--- config.mk ---
export PLATFORM = sky130hd
export DESIGN_NAME = mac_operand_sequencer_flat
export DESIGN_NICKNAME = d
export VERILOG_FILES = /design/src/rtl/mac_operand_sequencer_pkg.sv /design/src/rtl/mac_operand_sequencer_if.sv /design/src/rtl/mac_operand_sequencer_seq_addr_gen.sv /design/src/rtl/mac_operand_sequencer.sv /design/src/flat_wrapper.sv
export SDC_FILE = /design/constraint.sdc
export NUM_CORES = 1
export LEC_CHECK = 0
export BUFFER_PORTS_ARGS = -buffer_cell sky130_fd_sc_hd__buf_4
export CELL_PAD_IN_SITES_DETAIL_PLACEMENT = 2
export CELL_PAD_IN_SITES_GLOBAL_PLACEMENT = 2
export CORE_MARGIN = 2
export CORE_UTILIZATION = 29
export CTS_BUF_LIST = sky130_fd_sc_hd__clkbuf_8
export CTS_CLUSTER_DIAMETER = 100
export CTS_CLUSTER_SIZE = 14
export DETAILED_ROUTE_END_ITERATION = 7
export PLACE_DENSITY = 0.84
export SYNTH_ARGS = -nofsm -noshare
export SYNTH_HDL_FRONTEND = slang
export SYNTH_SLANG_ARGS = --single-unit
--- constraint.sdc ---
create_clock -name clk -period 3.2 [get_ports clk]
set_input_delay 0.32 -clock clk [delete_from_list [all_inputs] [get_ports clk]]
set_output_delay 0.32 -clock clk [all_outputs]
set_load 0.02 [all_outputs]
--- src/rtl/mac_operand_sequencer_pkg.sv ---
// Shared constants, FSM encoding and command payload for the MAC operand sequencer.
package mac_operand_sequencer_pkg;

    localparam int unsigned I_W    = 32;          // signed operand width
    localparam int unsigned ADDR_W = 10;          // buffer address width
    localparam int unsigned LEN_W  = 10;          // vector length width
    localparam int unsigned RES_W  = 2 * I_W + 2; // MAC result width

    typedef logic [2:0] state_t;

    localparam state_t ST_IDLE    = 3'd0;
    localparam state_t ST_CLEAR   = 3'd1;
    localparam state_t ST_STREAM  = 3'd2;
    localparam state_t ST_DRAIN   = 3'd3;
    localparam state_t ST_LOAD    = 3'd4;
    localparam state_t ST_CAPTURE = 3'd5;
    localparam state_t ST_HOLD    = 3'd6;

    // One dot-product command, latched when start is accepted.
    typedef struct packed {
        logic [LEN_W-1:0]  len;
        logic [ADDR_W-1:0] act_base;
        logic [ADDR_W-1:0] wgt_base;
    } seq_cmd_t;

endpackage

--- src/rtl/mac_operand_sequencer_if.sv ---
// Bundle of command, buffer read, MAC and result signals of one lane.
// master: the sequencer. slave: buffers, MAC and layer controller.
interface mac_operand_sequencer_if;
    import mac_operand_sequencer_pkg::*;

    logic                     start;
    logic [LEN_W-1:0]         vec_len;
    logic [ADDR_W-1:0]        act_base;
    logic [ADDR_W-1:0]        wgt_base;
    logic                     act_rd_en;
    logic [ADDR_W-1:0]        act_addr;
    logic signed [I_W-1:0]    act_data;
    logic                     wgt_rd_en;
    logic [ADDR_W-1:0]        wgt_addr;
    logic signed [I_W-1:0]    wgt_data;
    logic                     mac_clr;
    logic                     mac_en;
    logic signed [I_W-1:0]    mac_A;
    logic signed [I_W-1:0]    mac_B;
    logic                     mac_en_out;
    logic signed [RES_W-1:0]  mac_Y;
    logic                     res_valid;
    logic                     res_ready;
    logic signed [RES_W-1:0]  res_data;
    logic                     busy;

    modport master (
        input  start, vec_len, act_base, wgt_base,
        input  act_data, wgt_data, mac_Y, res_ready,
        output act_rd_en, act_addr, wgt_rd_en, wgt_addr,
        output mac_clr, mac_en, mac_A, mac_B, mac_en_out,
        output res_valid, res_data, busy
    );

    modport slave (
        output start, vec_len, act_base, wgt_base,
        output act_data, wgt_data, mac_Y, res_ready,
        input  act_rd_en, act_addr, wgt_rd_en, wgt_addr,
        input  mac_clr, mac_en, mac_A, mac_B, mac_en_out,
        input  res_valid, res_data, busy
    );

endinterface

--- src/rtl/mac_operand_sequencer_seq_addr_gen.sv ---
// Address generator: latches the command, counts issued element index k,
// produces registered base+k addresses (wrapping) and flags the final one.
// Ports: clk, rst (async active-low), load (latch cmd), cmd, issue (emit next
// address), act_addr/wgt_addr (registered, zero when not issuing), last
// (registered address is k=N-1), empty (latched N is zero).
module mac_operand_sequencer_seq_addr_gen
    import mac_operand_sequencer_pkg::*;
(
    input  logic              clk,
    input  logic              rst,
    input  logic              load,
    input  seq_cmd_t          cmd,
    input  logic              issue,
    output logic [ADDR_W-1:0] act_addr,
    output logic [ADDR_W-1:0] wgt_addr,
    output logic              last,
    output logic              empty
);

    seq_cmd_t         cmd_q;
    logic [LEN_W-1:0] cnt;

    assign empty = (cmd_q.len == '0);

    // Command latch, element counter and registered addresses.
    always_ff @(posedge clk or negedge rst) begin
        if (!rst) begin
            cmd_q    <= '0;
            cnt      <= '0;
            act_addr <= '0;
            wgt_addr <= '0;
            last     <= 1'b0;
        end else begin
            if (load) begin
                cmd_q <= cmd;
                cnt   <= '0;
            end
            if (issue) begin
                act_addr <= cmd_q.act_base + ADDR_W'(cnt);
                wgt_addr <= cmd_q.wgt_base + ADDR_W'(cnt);
                cnt      <= cnt + LEN_W'(1);
                last     <= (cnt == cmd_q.len - LEN_W'(1));
            end else begin
                act_addr <= '0;
                wgt_addr <= '0;
                last     <= 1'b0;
            end
        end
    end

endmodule

--- src/rtl/mac_operand_sequencer.sv ---
// Initiator side of the MAC: streams one length-N dot product from the
// activation/weight buffers through the MAC and offers the result on a
// valid/ready port.
// Ports: clk, rst (async active-low), bus (master modport): command
// start/vec_len/act_base/wgt_base, buffer read ports, MAC controls
// mac_clr/mac_en/mac_en_out with operands mac_A/mac_B (pass-through of read
// data), mac_Y result input, res_valid/res_ready/res_data, busy.
module mac_operand_sequencer
    import mac_operand_sequencer_pkg::*;
(
    input  logic                    clk,
    input  logic                    rst,
    mac_operand_sequencer_if.master bus
);

    state_t   state;
    state_t   next_state;
    seq_cmd_t cmd;
    logic     load;
    logic     issue;
    logic     last;
    logic     empty;
    logic     rd_en_d;
    logic     clr_d;
    logic     en_out_d;
    logic     busy_d;
    logic     res_valid_d;
    logic     res_load;
    logic     rd_en_q;

    assign cmd = '{len: bus.vec_len, act_base: bus.act_base, wgt_base: bus.wgt_base};

    // Read data lines up with the delayed mac_en, so operands pass straight through.
    assign bus.mac_A = bus.act_data;
    assign bus.mac_B = bus.wgt_data;

    mac_operand_sequencer_seq_addr_gen u_addr_gen (
        .clk      (clk),
        .rst      (rst),
        .load     (load),
        .cmd      (cmd),
        .issue    (issue),
        .act_addr (bus.act_addr),
        .wgt_addr (bus.wgt_addr),
        .last     (last),
        .empty    (empty)
    );

    // State register.
    always_ff @(posedge clk or negedge rst) begin
        if (!rst) begin
            state <= ST_IDLE;
        end else begin
            state <= next_state;
        end
    end

    // Next-state logic.
    always_comb begin
        next_state = state;
        case (state)
            ST_IDLE:    if (bus.start) next_state = ST_CLEAR;
            ST_CLEAR:   next_state = empty ? ST_LOAD : ST_STREAM;
            ST_STREAM:  if (last) next_state = ST_DRAIN;
            ST_DRAIN:   next_state = ST_LOAD;
            ST_LOAD:    next_state = ST_CAPTURE;
            ST_CAPTURE: next_state = ST_HOLD;
            ST_HOLD:    if (bus.res_ready) next_state = ST_IDLE;
            default:    next_state = ST_IDLE;
        endcase
    end

    // Output decode from the next state so registered outputs track the state.
    always_comb begin
        load        = 1'b0;
        issue       = 1'b0;
        rd_en_d     = 1'b0;
        clr_d       = 1'b0;
        en_out_d    = 1'b0;
        busy_d      = 1'b0;
        res_valid_d = 1'b0;
        res_load    = 1'b0;
        load        = (state == ST_IDLE) && bus.start;
        rd_en_d     = (next_state == ST_STREAM);
        issue       = rd_en_d;
        clr_d       = (next_state == ST_CLEAR);
        en_out_d    = (next_state == ST_LOAD);
        busy_d      = (next_state != ST_IDLE);
        res_valid_d = (next_state == ST_HOLD);
        res_load    = (state == ST_CAPTURE);
    end

    // Output registers; mac_en is the read strobe delayed to meet the returning data.
    always_ff @(posedge clk or negedge rst) begin
        if (!rst) begin
            rd_en_q        <= 1'b0;
            bus.act_rd_en  <= 1'b0;
            bus.wgt_rd_en  <= 1'b0;
            bus.mac_clr    <= 1'b0;
            bus.mac_en     <= 1'b0;
            bus.mac_en_out <= 1'b0;
            bus.busy       <= 1'b0;
            bus.res_valid  <= 1'b0;
            bus.res_data   <= '0;
        end else begin
            rd_en_q        <= rd_en_d;
            bus.act_rd_en  <= rd_en_d;
            bus.wgt_rd_en  <= rd_en_d;
            bus.mac_clr    <= clr_d;
            bus.mac_en     <= rd_en_q;
            bus.mac_en_out <= en_out_d;
            bus.busy       <= busy_d;
            bus.res_valid  <= res_valid_d;
            if (res_load) begin
                bus.res_data <= bus.mac_Y;
            end
        end
    end

endmodule

--- src/flat_wrapper.sv ---
// flat-port wrapper written by rule: the top's interface ports become plain ports
module mac_operand_sequencer_flat import mac_operand_sequencer_pkg::*;
  (clk, rst, bus_start, bus_vec_len, bus_act_base, bus_wgt_base, bus_act_data, bus_wgt_data, bus_mac_Y, bus_res_ready, bus_act_rd_en, bus_act_addr, bus_wgt_rd_en, bus_wgt_addr, bus_mac_clr, bus_mac_en, bus_mac_A, bus_mac_B, bus_mac_en_out, bus_res_valid, bus_res_data, bus_busy);
  mac_operand_sequencer_if bus_i ();
  input  logic clk;
  input  logic rst;
  input wire logic [$bits(bus_i.start)-1:0] bus_start;
  input wire logic [$bits(bus_i.vec_len)-1:0] bus_vec_len;
  input wire logic [$bits(bus_i.act_base)-1:0] bus_act_base;
  input wire logic [$bits(bus_i.wgt_base)-1:0] bus_wgt_base;
  input wire logic [$bits(bus_i.act_data)-1:0] bus_act_data;
  input wire logic [$bits(bus_i.wgt_data)-1:0] bus_wgt_data;
  input wire logic [$bits(bus_i.mac_Y)-1:0] bus_mac_Y;
  input wire logic [$bits(bus_i.res_ready)-1:0] bus_res_ready;
  output wire logic [$bits(bus_i.act_rd_en)-1:0] bus_act_rd_en;
  output wire logic [$bits(bus_i.act_addr)-1:0] bus_act_addr;
  output wire logic [$bits(bus_i.wgt_rd_en)-1:0] bus_wgt_rd_en;
  output wire logic [$bits(bus_i.wgt_addr)-1:0] bus_wgt_addr;
  output wire logic [$bits(bus_i.mac_clr)-1:0] bus_mac_clr;
  output wire logic [$bits(bus_i.mac_en)-1:0] bus_mac_en;
  output wire logic [$bits(bus_i.mac_A)-1:0] bus_mac_A;
  output wire logic [$bits(bus_i.mac_B)-1:0] bus_mac_B;
  output wire logic [$bits(bus_i.mac_en_out)-1:0] bus_mac_en_out;
  output wire logic [$bits(bus_i.res_valid)-1:0] bus_res_valid;
  output wire logic [$bits(bus_i.res_data)-1:0] bus_res_data;
  output wire logic [$bits(bus_i.busy)-1:0] bus_busy;
  assign bus_i.start = bus_start;
  assign bus_i.vec_len = bus_vec_len;
  assign bus_i.act_base = bus_act_base;
  assign bus_i.wgt_base = bus_wgt_base;
  assign bus_i.act_data = bus_act_data;
  assign bus_i.wgt_data = bus_wgt_data;
  assign bus_i.mac_Y = bus_mac_Y;
  assign bus_i.res_ready = bus_res_ready;
  assign bus_act_rd_en = bus_i.act_rd_en;
  assign bus_act_addr = bus_i.act_addr;
  assign bus_wgt_rd_en = bus_i.wgt_rd_en;
  assign bus_wgt_addr = bus_i.wgt_addr;
  assign bus_mac_clr = bus_i.mac_clr;
  assign bus_mac_en = bus_i.mac_en;
  assign bus_mac_A = bus_i.mac_A;
  assign bus_mac_B = bus_i.mac_B;
  assign bus_mac_en_out = bus_i.mac_en_out;
  assign bus_res_valid = bus_i.res_valid;
  assign bus_res_data = bus_i.res_data;
  assign bus_busy = bus_i.busy;
  mac_operand_sequencer u_core (.clk(clk), .rst(rst), .bus(bus_i));
endmodule
Word-level counts from Yosys, hierarchy flattened --
Cells that the tools add are included.
Storage, ports and cells: bits in registers 136
Operators by class: $add $sub $neg 4, equality and inequality tests 11, multiplexer cells 10, reductions and logical operators 5
Operators with widths (count):
- $mux 10 | 4
- $pmux 3 s7 | 1
- $add 10x10->10 | 2
- $eq 3x3->1 const B | 5
- $mux 3 | 4
- $add 10x1->10 const B | 1
- $eq 10x10->1 | 1
- $logic_not 10->1 | 1
- $sub 10x1->10 const B | 1
- $eq 3x2->1 const B | 3
- $eq 3x1->1 const B | 2
- $logic_not 3->1 | 1
- $reduce_bool 3->1 | 1
- $reduce_bool 2->1 | 1
- $logic_and 1x1->1 | 1
- $mux 1 | 1

Longest topological paths before layout --
Gate-level depths: netlist of the first run.
word-level depth 5, mapped depth 9

Cells and area by module --
A second synthesis of the first run with hierarchy kept.
Unflattened totals: cell total of the unflattened synthesis 552, area, all modules 6812.8 µm²
Modules (own cells, without submodules):
- mac_operand_sequencer | instances 1, cells each 235, area an instance 3469.6 µm², sequential area each 1876.8 µm²
- mac_operand_sequencer_seq_addr_gen | instances 1, cells each 317, area an instance 3343.2 µm², sequential area each 1526.5 µm²

Worst setup path before layout of the first run --
OpenSTA, ideal clock, no wires.
path kind flip-flop to flip-flop, start point reg u_core.u_addr_gen.cmd_q[20] in the netlist's numbering, end point reg u_core.u_addr_gen.cnt[0], setup time 0.125 ns, data arrival time 2.147 ns, setup slack 0.928 ns, cell stages (with the launch flop) 9, buffers on the path 1, cell sequence dfrtp_1 > inv_1 > ha_1 > or4b_4 > or4b_4 > nand2_4 > inv_4 > buf_6 > mux2_2
On the way: longest elaborated chain between the ends 5, elaborated cells on any way between the ends 6, those cells by class eq/ne: 1; mux: 3; reduce/logical: 2
RTL lines:
- start: declaration | RTL line mac_operand_sequencer_seq_addr_gen.sv:20 | seq_cmd_t cmd_q;
- start signal: assignment | RTL line mac_operand_sequencer_seq_addr_gen.sv:35 | cmd_q <= cmd;
- $logic_not 10->1 * | RTL line mac_operand_sequencer_seq_addr_gen.sv:23 | assign empty = (cmd_q.len == '0);
- $mux 3 * | RTL line mac_operand_sequencer.sv:63 | ST_CLEAR: next_state = empty ? ST_LOAD : ST_STREAM;
- $pmux 3 s7 * | RTL line mac_operand_sequencer.sv:61 | case (state)
- $eq 3x2->1 * | RTL line mac_operand_sequencer.sv:84 | rd_en_d = (next_state == ST_STREAM);
- net u_core.issue | RTL line mac_operand_sequencer.sv:20 | logic issue;
- $mux 10 or $reduce_bool 2->1 (tied branches)
- end signal: assignment | RTL line mac_operand_sequencer_seq_addr_gen.sv:41 | cnt <= cnt + LEN_W'(1);
- end: declaration | RTL line mac_operand_sequencer_seq_addr_gen.sv:21 | logic [LEN_W-1:0] cnt;
The timed path passes the listed nets; every way through them passes the cells marked *. A chain may end at the register's enable or synchronous reset.

Final worst setup path of the first run --
start point reg u_core.u_addr_gen.cmd_q[20] in the netlist's numbering, end point reg u_core.u_addr_gen.cnt[3]
On the way: longest elaborated chain between the ends 5, elaborated cells on any way between the ends 6, those cells by class eq/ne: 1; mux: 3; reduce/logical: 2
RTL lines (RTL line):
- $logic_not 10->1 * | mac_operand_sequencer_seq_addr_gen.sv:23
- $mux 3 * | mac_operand_sequencer.sv:63
- $pmux 3 s7 * | mac_operand_sequencer.sv:61
- $eq 3x2->1 * | mac_operand_sequencer.sv:84
- $mux 10 or $reduce_bool 2->1 (tied branches)
Every way passes the cells marked *; elsewhere a longest branch is shown, timed or not.

==> impl_metrics.env, run 1 <==
export IMPL_htreeDepth=4
export IMPL_post_route_worst_setup_slack_ns=0.675
export IMPL_dr_pass1_iters=4
export IMPL_synth_area_leaders="dfrtp_1, mux2_2, buf_4"
export IMPL_synth_ff_type="dfrtp_1"
export IMPL_critPathRequiredTime_ns=3.54
export IMPL_ys_top_cells_by_count="dfrtp_1, mux2_2, buf_4"
export IMPL_crit_path_end_kind="register"
export IMPL_viasPerCell=4.84
export IMPL_num_nets_final=872
export IMPL_cts_buffers=17
export IMPL_cts_tree="built"
export IMPL_grt_max_degree=88
export IMPL_cts_sinks=136
export IMPL_routed_wl_um=19300
export IMPL_min_path_type="in -> reg"
export IMPL_crit_type="reg -> reg"
export IMPL_vias=4753
export IMPL_synth_top_area_share_pct=51.6
export IMPL_fmaxAchievable_mhz=396
export IMPL_arrival_ns=2.87
export IMPL_synth_warnings=0
export IMPL_ys_ff_latch=136
export IMPL_syn_to_final_growth_pct=26.6
export IMPL_coreArea_um2=22500
export IMPL_clkSlewWorstSetupHoldPaths_ns=0.09
export IMPL_die_h_um=155
export IMPL_vdd_drop_max_uv=329
export IMPL_track_usage_pct=16.3
export IMPL_drc_errors=0
export IMPL_cp_start_kind="register"
export IMPL_synth_cells=551
export IMPL_pre_cts_ws_ns=0.685
export IMPL_cts_resized=0
export IMPL_fin_crit_ns=2.52
export IMPL_fp_dieArea_um2=24000
export IMPL_drtAntennaViolNets=0
export IMPL_ios=321
export IMPL_routedWlPerCell_um=19.6
export IMPL_synth_async_reset_ratio_pct=100
export IMPL_critPathBufInv=2
export IMPL_p_leak_nw=3.90
export IMPL_setup_viol=0
export IMPL_syn_area_um2=6600
export IMPL_cp_top_family="simple AND/OR/NAND/NOR gates"
export IMPL_fin_tns_setup_ns=0
export IMPL_fp_dieW_um=155
export IMPL_yosysMostFrequentCell="dfrtp_1"
export IMPL_cts_root_buf="clkbuf_8"
export IMPL_gp_congestion=0.765
export IMPL_syn_nets=738
export IMPL_num_rows=55
export IMPL_hold_viol=0
export IMPL_finalClockSkew_ns=0.0181
export IMPL_clk_latency_ns=0.45
export IMPL_drv_cap=0
export IMPL_status="finished, final reports clean"
export IMPL_synth_edf_count=0
export IMPL_path_cells="inv_1, ha_1, or4b_4, or4b_4, nand2_4, inv_4, a21o_1, a22o_1"
export IMPL_fin_crit_sh_pct=78.9
export IMPL_portBuffers=192
export IMPL_grt_ovfl_total=0
export IMPL_tightest_slew_ns=0.925
export IMPL_cp_max_fo=15
export IMPL_slew_headroom_pct=38.3
export IMPL_postSynthAreaPerCell_um2=12.0
export IMPL_synth_largest_area_cell="dfrtp_1"
export IMPL_drt_initial_drc_count=135
export IMPL_slowest_delay_ns=0.56
export IMPL_start_util_pct=29.3
export IMPL_synth_cell_types=49
export IMPL_crit_path_frequent_cell="or4b_4"
export IMPL_slew_viol_final=0
export IMPL_grt_pass1_wl_um=29900
export IMPL_final_layout_size_suffix_gt1_share_pct=47.1
export IMPL_dp_hpwl_um=14200
export IMPL_p_per_area_nw_per_um2=1070
export IMPL_rsz0062_at_grt="no"
export IMPL_grt_pass1_vias=5230
export IMPL_antenna_found_initial=0
export IMPL_critPathSlowestCell="or4b_4"
export IMPL_cts_buffer_depth=2
export IMPL_seq_area_frac_synth_pct=51.6
export IMPL_insertedDiodeCount=0
==> sequential cells by signal, indices dropped and copies added (netlist names) <==
register	count
u_core.u_addr_gen.cnt	10
u_core.bus.res_valid	1
u_core.bus.res_data	66
u_core.bus.mac_en	1
u_core.bus.act_rd_en	1
u_core.u_addr_gen.wgt_addr	10
u_core.bus.mac_en_out	1
u_core.bus.mac_clr	1
u_core.bus.busy	1
u_core.state	3
u_core.u_addr_gen.act_addr	10
u_core.u_addr_gen.cmd_q	30
u_core.u_addr_gen.last	1
==> timing repair <==
item | CTS | global route
setup buffers | 0 | 0
hold buffers | 1 | 0
hold endpoints to repair | 85 | 0
==> through the flow <==
step           total power [mW]  cell area, µm²  hold slack [ns]  utilization [%]  std cells
3_3_place_gp               7.11            7870            0.447             35.0        950
3_5_place_dp               7.29            7870            0.433             35.0        950
5_1_grt                    9.52            8350           0.0607             37.1        983
6_report                   8.93            8350           0.0782             37.1        983
2_1_floorplan              5.66            6600           0.0244                -        551
4_1_cts                    9.08            8350           0.0303             37.1        983
==> logic make-up after synthesis <==
family	Yosys count	share of synthesized area, %
compound gates	83	8.00
xor+xnor	16	2.12
mux	95	16.2
flops	136	51.6
fa+ha+maj	23	4.59
buf+inv	94	9.29
simple gates	104	8.23
==> worst reg2reg max path: cells and delay by family (launching register included) <==
family / cells / cell delay [ns]
buffers and inverters: 2 / 0.23
AO/OA/AOI/OAI: 2 / 0.39
adder cells (fa/ha/maj): 1 / 0.14
AND/OR/NAND/NOR: 3 / 1.21
flip-flops: 1 / 0.44
==> metal layers <==
layer	GRT usage, %	up-vias	part of all wire, %
met3	4.93	31	6.4
met1	17.9	2414	39
met2	29.8	169	53
met4	5.56	0	1.8
met5	0	-	0
li1	-	2139	-
==> path summary, 6_finish.rpt <==
path                                        startpoint                     endpoint  slack, ns  cells after the start
min in group asynchronous                          rst  u_core.u_addr_gen.cmd_q[25]       0.48                      2
max reg2reg                u_core.u_addr_gen.cmd_q[20]     u_core.u_addr_gen.cnt[3]       0.68                      8
max                        u_core.u_addr_gen.cmd_q[20]     u_core.u_addr_gen.cnt[3]       0.68                      8
min reg2reg                       u_core.bus.act_rd_en            u_core.bus.mac_en       0.48                      0
min                                    bus_wgt_base[1]   u_core.u_addr_gen.cmd_q[1]       0.08                      3
max in group asynchronous                          rst      u_core.bus.res_data[59]       1.76                      3
==> placed cells by master, fill, tap and decap left out, types with 5 or more instances in the layout <==
cell type / netlist / layout
and3_1: 8 / 8
xor2_1: 7 / 7
dfrtp_1: 136 / 136
clkbuf_8: 0 / 18
xnor2_1: 9 / 9
ha_1: 21 / 21
nand3_1: 9 / 9
nor2_1: 26 / 26
a21o_1: 6 / 6
nor3_1: 15 / 15
inv_1: 11 / 13
a211oi_1: 7 / 7
o21ai_0: 28 / 28
buf_4: 66 / 195
nand2b_1: 8 / 8
nor2b_1: 5 / 5
bufinv_16: 0 / 5
a21oi_1: 20 / 20
mux2_2: 93 / 93
nand2_1: 17 / 16
==> power by group <==
group	leakage, nW	switching (mW)	total (mW)	internal [mW]
logic	2.00	2.14	4.08	1.94
clock network	0.239	0.752	1.71	0.961
registers	1.66	0.619	3.13	2.51
total	3.90	3.51	8.93	5.41
==> final cells by class <==
class,instances,area [µm²]
Multi-Input combinational cell,321,2590
Inverter,12,47.5
Clock buffer,18,248
Clock inverter,14,220
Tap cell,285,357
Sequential cell,136,3400
Fill cell,2368,14200
Timing Repair Buffer,197,1490
Note: power is estimated with default switching activity, not from simulation.
==> inputs of run 2 (changes only) <==
- ABC_AREA: not set -> 1
- CORE_UTILIZATION: 29 -> 25
- PLACE_DENSITY: 0.84 -> 0.8
- clock period: 3.2 -> 2.06 ns (I/O delays scaled with it)
==> impl_metrics.env, run 2 <==
export IMPL_ios=321
export IMPL_finalInstanceArea_um2=9890
export IMPL_fp_dieArea_um2=29200
export IMPL_status="finished, final reports clean"
export IMPL_rsz0062_at_grt="no"
export IMPL_dr_pass1_iters=4
export IMPL_pre_cts_ws_ns=0.0385
export IMPL_crit_path_frequent_cell="inv_1"
export IMPL_dp_cells=1238
export IMPL_synth_warnings=0
export IMPL_grt_pass1_vias=6950
export IMPL_fin_crit_sh_pct=92.2
export IMPL_routed_wl_um=26600
export IMPL_cp_max_fo=4
export IMPL_n_fill_cell=3070
export IMPL_fmaxAchievable_mhz=526
export IMPL_setup_viol=0
export IMPL_grt_max_degree=67
export IMPL_slew_headroom_pct=61.8
export IMPL_finish_utilization_pct=35.8
export IMPL_fin_crit_ns=1.90
export IMPL_drc_errors=0
export IMPL_finalPower_mw=14.2
export IMPL_syn_area_um2=6970
export IMPL_crit_path_end_kind="register"
export IMPL_fin_tns_setup_ns=0
export IMPL_routedWlPerCell_um=19.5
export IMPL_timing_rr_start="u_core.u_addr_gen.cmd_q[10]"
export IMPL_htreeDepth=4
export IMPL_slowest_delay_ns=0.40
export IMPL_arrival_ns=2.27
export IMPL_drtAntennaViolNets=0
export IMPL_synth_area_leaders="dfrtp_1, mux2_2, nand2_1"
export IMPL_critPathSlowestCell="dfrtp_1"
export IMPL_whs_ns=0.0432
export IMPL_die_h_um=171
export IMPL_min_path_type="in -> reg"
export IMPL_start_util_pct=25.2
export IMPL_portBuffers=192
export IMPL_min_from="bus_wgt_base[6]"
export IMPL_reg2reg_depth=9
export IMPL_syn_to_final_growth_pct=41.8
export IMPL_synth_cells=733
export IMPL_vdd_drop_max_uv=437
export IMPL_whs_path_depth=3
export IMPL_num_rows=61
export IMPL_insertedDiodeCount=0
export IMPL_multiInputGateArea_um2=2770
export IMPL_ys_ff_latch=136
export IMPL_drt_initial_drc_count=173
export IMPL_grt_pass1_wl_um=40200
export IMPL_yosysMostFrequentCell="nand2_1"
export IMPL_antenna_found_initial=0
export IMPL_grt_ovfl_total=0
export IMPL_largest_register_ffs=66
export IMPL_cts_sinks=136
export IMPL_vias=5974
export IMPL_postSynthAreaPerCell_um2=9.51
export IMPL_cp_start_kind="register"
export IMPL_stdcell_count=1366
export IMPL_r2r_slack_ns=0.16
export IMPL_slew_viol_final=0
export IMPL_crit_type="reg -> reg"
export IMPL_dpl_cell_area_um2=8520
export IMPL_layout_commonest_cell="buf_4"
export IMPL_finalClockSkew_ns=0.0210
export IMPL_cts_tree="built"
export IMPL_fp_dieW_um=171
export IMPL_min_to="u_core.u_addr_gen.cmd_q[6]"
export IMPL_cts_buffers=17
export IMPL_num_nets_final=1163
export IMPL_synth_cell_types=36
export IMPL_dp_hpwl_um=17700
export IMPL_cts_root_buf="clkbuf_8"
export IMPL_cp_top_family="adder cells"
export IMPL_tightest_slew_ns=0.573
export IMPL_clkSlewWorstSetupHoldPaths_ns=0.09
export IMPL_ys_top_cells_by_count="nand2_1, dfrtp_1, buf_4, mux2_2, inv_1"
export IMPL_gp_congestion=0.853
export IMPL_clk_latency_ns=0.45
export IMPL_regArea_um2=3400
export IMPL_coreArea_um2=27600
export IMPL_seq_area_frac_synth_pct=48.8
export IMPL_p_per_area_nw_per_um2=1430
export IMPL_cts_buffer_depth=2
export IMPL_synth_edf_count=0
export IMPL_hold_viol=0
export IMPL_synth_ff_type="dfrtp_1"
export IMPL_synth_top_area_share_pct=48.8
export IMPL_track_usage_pct=18.1
export IMPL_final_layout_size_suffix_gt1_share_pct=33.9
export IMPL_r2r_end="u_core.u_addr_gen.act_addr[6]"
export IMPL_post_route_worst_setup_slack_ns=0.160
export IMPL_critPathBufInv=2
export IMPL_final_cell_mix="buf_4, nand2_1, dfrtp_1, dlygate4sd3_1, mux2_2"
export IMPL_p_leak_nw=4.97
export IMPL_top_regs="u_core.bus.res_data: 66 flops, u_core.u_addr_gen.cmd_q: 30 flops"
export IMPL_path_cells="ha_2, inv_1, fa_1, inv_1, nand3_1, nand2_2, a21o_1, nor2_1, nor3_2"
export IMPL_regMostFlops="u_core.bus.res_data"
export IMPL_viasPerCell=4.37
export IMPL_synth_async_reset_ratio_pct=100
export IMPL_synth_largest_area_cell="dfrtp_1"
export IMPL_critPathRequiredTime_ns=2.43
export IMPL_syn_nets=920
export IMPL_drv_cap=0
-- run 2: logic make-up after synthesis --
family | after synthesis | share of synthesized area (%)
compound gates | 48 | 3.88
xor+xnor | 14 | 1.76
fa+ha+maj | 23 | 4.34
buf+inv | 146 | 11.8
flops | 136 | 48.8
mux | 66 | 10.7
simple gates | 300 | 18.8
-- run 2: tightest hold or removal path: stages --
cell     delay (ns)
buf_4          0.08
nand2_1        0.08
nand2_1        0.09
-- run 2: per-layer routing --
metal	track usage [%]	wire length (µm)	vias up	share of wire [%]
met4	4.94	519	0	2.0
met5	0	0	-	0
li1	-	-	2784	-
met2	34.2	13900	178	52
met3	3.84	1430	27	5.4
met1	20.5	10800	2985	41
-- run 2: cell type report --
class                      count  share of cell area [%]
multi-input combinational    451                    28.0
tap                          378                    4.78
timing repair buffer         308                    26.5
clock buffer                  18                    2.50
clock inverter                13                    1.48
inverter                      62                    2.35
sequential                   136                    34.4
-- run 2: worst max path at each step --
stage | start | to | slack [ns] | cells past startpoint
floorplan | u_core.u_addr_gen.cnt[0] | u_core.u_addr_gen.wgt_addr[8] | 0.35 | 9
global placement | u_core.u_addr_gen.cnt[0] | u_core.u_addr_gen.wgt_addr[8] | 0.15 | 9
detailed placement | u_core.u_addr_gen.cnt[0] | u_core.u_addr_gen.act_addr[6] | 0.04 | 9
CTS | u_core.u_addr_gen.cnt[0] | u_core.u_addr_gen.act_addr[6] | 0.05 | 9
global route | u_core.u_addr_gen.cmd_q[10] | u_core.u_addr_gen.act_addr[8] | 0.009 | 10
finish | u_core.u_addr_gen.cmd_q[10] | u_core.u_addr_gen.act_addr[6] | 0.16 | 9
-- run 2: timing repair --
item | in CTS | in global routing
pin swaps | 0 | 0
gates cloned | 0 | 0
resized for setup | 1 | 3
setup endpoints to repair | 1 | 4
hold buffers | 96 | 0
endpoints found under the hold margin | 138 | 0
setup buffers | 0 | 1
-- run 2: power breakdown --
group | switching (mW) | total (mW) | internal [mW]
Sequential | 0.943 | 4.79 | 3.84
Combinational | 4.14 | 7.10 | 2.96
Clock | 1.18 | 2.30 | 1.12
